$ cat config.mk
export PLATFORM = sky130hd
export DESIGN_NAME = pipelined_adder_nbit
export DESIGN_NICKNAME = d
export VERILOG_FILES = /design/src/rtl/pipelined_adder_nbit.sv
export SDC_FILE = /design/constraint.sdc
export NUM_CORES = 1
export LEC_CHECK = 0
export ABC_AREA = 1
export CAP_MARGIN = 20
export CORE_MARGIN = 2
export CORE_UTILIZATION = 30
export DETAILED_ROUTE_END_ITERATION = 6
export HOLD_SLACK_MARGIN = 0.03
export PLACE_DENSITY_LB_ADDON = 0.25
export RECOVER_POWER = 25
export REMOVE_ABC_BUFFERS = 1
export SETUP_SLACK_MARGIN = 0.4
export SLEW_MARGIN = 20
export SYNTH_ARGS = -nofsm -noshare
export SYNTH_HDL_FRONTEND = slang
export SYNTH_SLANG_ARGS = --single-unit
export TNS_END_PERCENT = 100
$ cat constraint.sdc
create_clock -name Clk -period 6.25 [get_ports Clk]
set_input_delay 1.25 -clock Clk [delete_from_list [all_inputs] [get_ports Clk]]
set_output_delay 1.25 -clock Clk [all_outputs]
set_load 0.02 [all_outputs]
$ cat src/rtl/pipelined_adder_nbit.sv
// rtl/pipelined_adder_nbit.sv - pipelined N-bit add/subtract unit with valid/ready handshake
//
// Purpose:
//   Adds (Op=0: A+B+Cin) or subtracts (Op=1: A-B) WIDTH-bit operands. The operands are split
//   into STAGES chunks of CHUNK bits; each pipeline stage ripples one chunk and registers its
//   carry for the next stage. Latency is STAGES cycles, throughput one op per cycle.
//
// Ports:
//   Clk        in   1      clock, rising edge
//   Reset      in   1      synchronous, active-high reset
//   A, B       in   WIDTH  operands
//   Cin        in   1      carry in for add, ignored for subtract
//   Op         in   1      0: add, 1: subtract
//   In_valid   in   1      input operands valid
//   In_ready   out  1      input accepted this cycle when In_valid=1
//   Sum        out  WIDTH  result
//   Cout       out  1      carry out of MSB (subtract: 1 = no borrow)
//   Out_valid  out  1      Sum/Cout hold a result
//   Out_ready  in   1      sink takes the result this cycle
//   Overflow   out  1      signed overflow, present only with ADDER_OVERFLOW_EN defined
//
// Configuration macro: ADDER_OVERFLOW_EN

module pipelined_adder_nbit #(
  parameter int WIDTH  = 16,
  parameter int STAGES = 4
) (
  input  logic             Clk,
  input  logic             Reset,
  input  logic [WIDTH-1:0] A,
  input  logic [WIDTH-1:0] B,
  input  logic             Cin,
  input  logic             Op,
  input  logic             In_valid,
  output logic             In_ready,
  output logic [WIDTH-1:0] Sum,
  output logic             Cout,
  output logic             Out_valid,
  input  logic             Out_ready
`ifdef ADDER_OVERFLOW_EN
  ,
  output logic             Overflow
`endif
);

  localparam int CHUNK = WIDTH / STAGES;

  // Per-stage state: full operand copies travel down the pipe (only the bits above the
  // current chunk matter), the partial sum fills in from the bottom, carry is per stage.
  logic [STAGES-1:0] valid_q, valid_d;
  logic [STAGES-1:0] c_q, c_d;
  logic [WIDTH-1:0]  a_q [STAGES];
  logic [WIDTH-1:0]  a_d [STAGES];
  logic [WIDTH-1:0]  b_q [STAGES];
  logic [WIDTH-1:0]  b_d [STAGES];
  logic [WIDTH-1:0]  s_q [STAGES];
  logic [WIDTH-1:0]  s_d [STAGES];

  // What each stage would load: stage 0 from the ports, stage k from stage k-1.
  logic [STAGES-1:0] src_v, src_c;
  logic [WIDTH-1:0]  src_a [STAGES];
  logic [WIDTH-1:0]  src_b [STAGES];
  logic [WIDTH-1:0]  src_s [STAGES];

  logic [STAGES-1:0] adv;

`ifdef ADDER_OVERFLOW_EN
  logic ovf_q, ovf_d;
`endif

  // A stage may load when it, or any stage after it, is empty, or the sink is taking the
  // output. Computed as a running AND from the output end so no bit feeds back on adv itself.
  always_comb begin : p_advance
    logic full_run;
    full_run = 1'b1;
    adv      = '0;
    for (int k = STAGES - 1; k >= 0; k--) begin
      full_run = full_run & valid_q[k];
      adv[k]   = Out_ready | ~full_run;
    end
  end

  always_comb begin : p_sources
    src_v    = '0;
    src_c    = '0;
    src_v[0] = In_valid;
    src_c[0] = Op ? 1'b1 : Cin;
    src_a[0] = A;
    src_b[0] = Op ? ~B : B;
    src_s[0] = '0;
    for (int k = 1; k < STAGES; k++) begin
      src_v[k] = valid_q[k-1];
      src_c[k] = c_q[k-1];
      src_a[k] = a_q[k-1];
      src_b[k] = b_q[k-1];
      src_s[k] = s_q[k-1];
    end
  end

  always_comb begin : p_stages
    logic [CHUNK:0] chunk;
    chunk   = '0;
    valid_d = valid_q;
    c_d     = c_q;
    for (int k = 0; k < STAGES; k++) begin
      a_d[k] = a_q[k];
      b_d[k] = b_q[k];
      s_d[k] = s_q[k];
    end
    for (int k = 0; k < STAGES; k++) begin
      chunk = {1'b0, src_a[k][k*CHUNK +: CHUNK]}
            + {1'b0, src_b[k][k*CHUNK +: CHUNK]}
            + {{CHUNK{1'b0}}, src_c[k]};
      if (adv[k]) begin
        valid_d[k]                 = src_v[k];
        a_d[k]                     = src_a[k];
        b_d[k]                     = src_b[k];
        s_d[k]                     = src_s[k];
        s_d[k][k*CHUNK +: CHUNK]   = chunk[CHUNK-1:0];
        c_d[k]                     = chunk[CHUNK];
      end
    end
`ifdef ADDER_OVERFLOW_EN
    // Carry into the MSB is recovered from the MSB sum bit: c_in = a ^ b' ^ s.
    ovf_d = ovf_q;
    if (adv[STAGES-1]) begin
      ovf_d = src_a[STAGES-1][WIDTH-1] ^ src_b[STAGES-1][WIDTH-1]
            ^ s_d[STAGES-1][WIDTH-1] ^ c_d[STAGES-1];
    end
`endif
  end

  always_ff @(posedge Clk) begin
    if (Reset) begin
      valid_q <= '0;
      c_q     <= '0;
      for (int k = 0; k < STAGES; k++) begin
        a_q[k] <= '0;
        b_q[k] <= '0;
        s_q[k] <= '0;
      end
`ifdef ADDER_OVERFLOW_EN
      ovf_q <= 1'b0;
`endif
    end else begin
      valid_q <= valid_d;
      c_q     <= c_d;
      for (int k = 0; k < STAGES; k++) begin
        a_q[k] <= a_d[k];
        b_q[k] <= b_d[k];
        s_q[k] <= s_d[k];
      end
`ifdef ADDER_OVERFLOW_EN
      ovf_q <= ovf_d;
`endif
    end
  end

  assign In_ready  = adv[0];
  assign Out_valid = valid_q[STAGES-1];
  assign Sum       = s_q[STAGES-1];
  assign Cout      = c_q[STAGES-1];
`ifdef ADDER_OVERFLOW_EN
  assign Overflow  = ovf_q;
`endif

endmodule
# Yosys cells after proc, flatten, opt, wreduce, memory -nomap -nowiden
# Memory sizes are Yosys's and may differ from the RTL's.
# Cells that the tools add are included.
dict set report op_classes {
  reduce_logical 1
  muxes 29
  n_eq_ne 1
  bitwise_logic 24
  addsub 8
}
# op count
set op_table {}
lappend op_table {{two-way mux 16 bit} 25}
lappend op_table {{adder 4 x 4 -> 5 bit} 4}
lappend op_table {{adder 5 x 1 -> 5 bit} 4}
lappend op_table {{NOT 16 bit} 1}
lappend op_table {{bitwise OR 1 bit} 16}
lappend op_table {{two-way mux 1 bit} 4}
lappend op_table {{NOT 1 bit} 4}
lappend op_table {{bitwise AND 1 bit} 3}
lappend op_table {{AND reduction 2 bit} 1}
lappend op_table {{inequality test 1 bit, second input constant} 1}
dict set report totals {
  ramBits 192
  memories 3
  regBits 8
  inputBits 38
}
# memory words width read_ports rd_ports_with_merged_regs wr line
set memory_table {}
lappend memory_table {a_q 4 16 3 0 4 52} ;# logic [WIDTH-1:0] a_q [STAGES];
lappend memory_table {b_q 4 16 3 0 4 54} ;# logic [WIDTH-1:0] b_q [STAGES];
lappend memory_table {s_q 4 16 4 0 4 56} ;# logic [WIDTH-1:0] s_q [STAGES];

# Longest topological paths before layout
dict set report depth {
  ltp_word 7
  ltp_mapped 10
  depth_no_buf 8
}

# Least setup slack after synthesis
# Ideal clock, no wire load.
dict set report synth_timing {
  kind {input port to flip-flop}
  startpoint {input port Op}
  endpoint {memory s_q[0][2]}
  path_stages 8
  setup_slack_ns 3.130
  setup_time_ns 0.116
  required_time_ns 6.134
  arrival_time_ns 3.004
  n_path_buf 2
  cell_sequence {buf_4 > buf_2 > or2_2 > fa_1 > fa_1 > xor2_1 > nor2_1 > nor2_1}
}
# item line
set synth_lines {}
lappend synth_lines {{start, declared} 33} ;# input logic Op,
lappend synth_lines {{end, declared} 56}

# Worst setup path in the final report
dict set report layout_timing {
  startpoint {input port Out_ready}
  endpoint {output port In_ready}
}
dict set report layout_between {
  elab_chain_len 1
}
# item line
set layout_lines {}
lappend layout_lines {{start, declared} 39} ;# input logic Out_ready
lappend layout_lines {{bitwise OR 1 bit} 79} ;# adv[k] = Out_ready | ~full_run;
lappend layout_lines {{end, declared} 35} ;# output logic In_ready,
# Every way passes these cells.

==> impl_results.md <==
- Worst-path maximum fanout: 36
- Post-CTS Setup Inserts: 0
- Final ANT Viol Nets: 0
- Leakage: between 2 and 2.5 nW
- Placed instance area: around 4700 sq um
- Register area share after synthesis: a little under half
- Initial antenna violation count: 0
- GRT overflow: 0
- Tmin final: 4.591 ns
- CTS Hold Buffers Added: 0
- Final Setup Violations: 0
- Total Nets Final: roughly 610
- Number of global-route vias before repair: roughly 3000
- Fmax: ~0.22 GHz
- CP max stage delay: between 0.6 and 0.7 ns
- DR vias/cell: between 4 and 5
- Insertion delay to the later sink of the worst-skew pair: about 0.34 ns
- Register Area: between 1500 and 2000 sq um
- Count of pins over their slew limit: 90
- Max_cap viols: 1
- Clock sinks: between 90 and 100
- Pwr Density: around 270 nW/um^2
- Critical path capture point type: output pin
- DR pass1 iterations: 4
- Run status: finished, violations left
- Final instance area: just under 5000 sq um
- CTS tree: done
- Post-route worst setup slack: roughly 1.7 ns
- Min-delay src: s_q[2][0]
- HPWL Detailed: 5477 um
- Via count: approximately 3200
- Reg-to-reg startpoint: valid_q[3]
- Power consumption: approximately 1.3 mW
- Starting Density: between 30% and 40%
- Row count: 42
- Core area: 13240 sq um
- Multi-input logic area: approximately 1900 sq um
- Top_reg_cell synth: dfxtp_1
- Arrival time worst endpoint: between 3 and 4 ns
- Critical path class: primary input to output pin
- Final WL: between 7000 and 8000 um
- Setup_tns: 0 ns
- Clock tree buffer depth: 2
- Post-synth top cells: nor2_1 (177), dfxtp_1 (96), o21ai_0 (82)
- Area grow syn2layout: 22.33%
- Worst-margin pin slew: 2.389 ns
- Synthesized cell area: around 4100 sq um
- Slowest CP cell: clkdlybuf4s50_1
- Post-Route Skew: slightly below 0.008 ns
- Drt initial violations: between 150 and 200
- H-Tree Depth: 3
- Post-place setup slack: roughly 1.7 ns
- Synth cell types: 27
- IO Pins: between 50 and 60
- CP required: 5.00 ns
- Root Driver: clkbuf_16
- Most frequent cell after synthesis: nor2_1
- Post-CTS resize count: 0
- Global-route wire length before repair: roughly 14000 um
- Cell count after synthesis: ~520
- Share of layout cells above drive strength 1: under 10%
- Area leader, netlist: dfxtp_1
- Maximum VDD drop: 0.1305 mV
- Die Area: ~14000 sq um
- Hold_ws: roughly 0.48 ns
- Worst path top cell family by delay: buffers and inverters
- Antenna diodes: 0
- Fraction of registers with async set/reset: 0%
- GPL Wtd Cong: 0.7349
- CTS clk-pin slew, worst paths: about 0.060 ns
- Tcrit/Tclk final: approximately 73%
- Fill cells: 1427
- Number of synthesized flops with an enable pin: 0
- Placed insts: approximately 720
- RSZ-0062 raised after global routing: false
- Die height: between 100 and 150 um
- Syn_area_per_cell: 7.889 sq um
- Slew HR: -60.12%
- Final Hold Vio Count: 0
- CP startpoint: Out_ready
- Worst path bufs/invs: 2
- Flops & latches, synth: 96
- Total track usage: between 10% and 20%
- WL/cell: 10.79 um
- HP Class: register to register
- Die width: 120.4 um
- Post-Layout Cell Count: ~740
- Final core occ: between 30% and 40%
- Largest net degree at the start of global routing: 90
- Total CTS buffers: 9
- DRC: 0
- Synthesis Warnings: 0
- Top cell type's share of synthesized area: 47.31%
- Number of port buffers: 56
- Failing checks: max-capacitance violations, max-slew violations
- Startpoint Class: primary input
- Critical path, cell by cell: dlygate4sd3_1, nor2_4, nand3_4, clkdlybuf4s50_1
- Area contributors post-synth: dfxtp_1 (47%), nor2_1 (16%), o21ai_0 (10%), fa_1 (3.9%), ha_1 (3.7%)
## state kept, by name (all words and copies together) (netlist names)
| register | cells |
|---|---|
| a_q | 24 |
| b_q | 24 |
| c_q | 4 |
| s_q | 40 |
| valid_q | 4 |
## report_power, final
part	switching (mW)	leakage, nW	internal, mW	total, mW
clock	0.232	0.132	0.283	0.516
combinational	0.0733	1.29	0.0723	0.146
sequential	0.0201	0.790	0.651	0.671
total	0.326	2.21	1.01	1.33
## logic make-up after synthesis
kind of cell | after synthesis | share of synthesized area (%)
compound gates | 102 | 12.72
xor+xnor | 19 | 4.096
fa+ha+maj | 20 | 7.638
flops | 96 | 47.31
buf+inv | 53 | 6.067
simple gates | 225 | 22.17
## path summary, 6_finish.rpt
kind | slack, ns | cells after the start | end
setup / recovery | 1.66 | 4 | In_ready
hold / removal | 0.48 | 2 | s_q[2][0]
setup reg to reg | 3.78 | 6 | s_q[1][4]
hold reg to reg | 0.48 | 2 | s_q[2][0]
## tightest hold or removal path: cells and delay by family, from the launching register on
family           cells  cell delay (ns)
flip-flops           1             0.32
AND/OR/NAND/NOR      2             0.13
## routing by layer
layer,routed length (um),GRT usage [%],part of all wire (%)
met5,0,0,0
met4,173,5.959,2.2
met3,361,2.972,4.5
met2,3455,18.79,43
met1,3958,15.10,50
## placed cells by master (no fill, tap or decap)
cell	synthesis	routed
a21oi_1	13	13
nor2_4	2	1
o21ai_1	4	4
or2_2	3	3
nand2_1	31	32
nand3_1	10	10
o21a_1	1	1
clkdlybuf4s50_1	0	36
o21bai_1	1	1
xnor2_1	5	5
clkbuf_16	0	9
nand3_4	1	1
clkbuf_1	10	2
fa_1	8	8
clkinv_2	1	1
nor2_1	177	178
a31oi_1	1	1
clkinvlp_4	0	2
ha_1	12	12
xor2_1	14	14
dlygate4sd3_1	0	20
clkinvlp_2	0	1
clkbuf_8	0	1
clkinv_1	1	1
clkinv_4	0	2
inv_1	22	23
dfxtp_1	96	96
inv_6	0	1
o21ai_0	82	82
## cell type report
| type | instances | area share (%) |
|---|---|---|
| multi-input cells | 366 | 37.81 |
| inverters | 26 | 2.014 |
| clock inverters | 5 | 0.8308 |
| well taps | 176 | 4.431 |
| flip-flops and latches | 96 | 38.67 |
| repair buffers | 57 | 11.35 |
| clock buffers | 11 | 4.884 |
(Power assumes the default switching activity.)
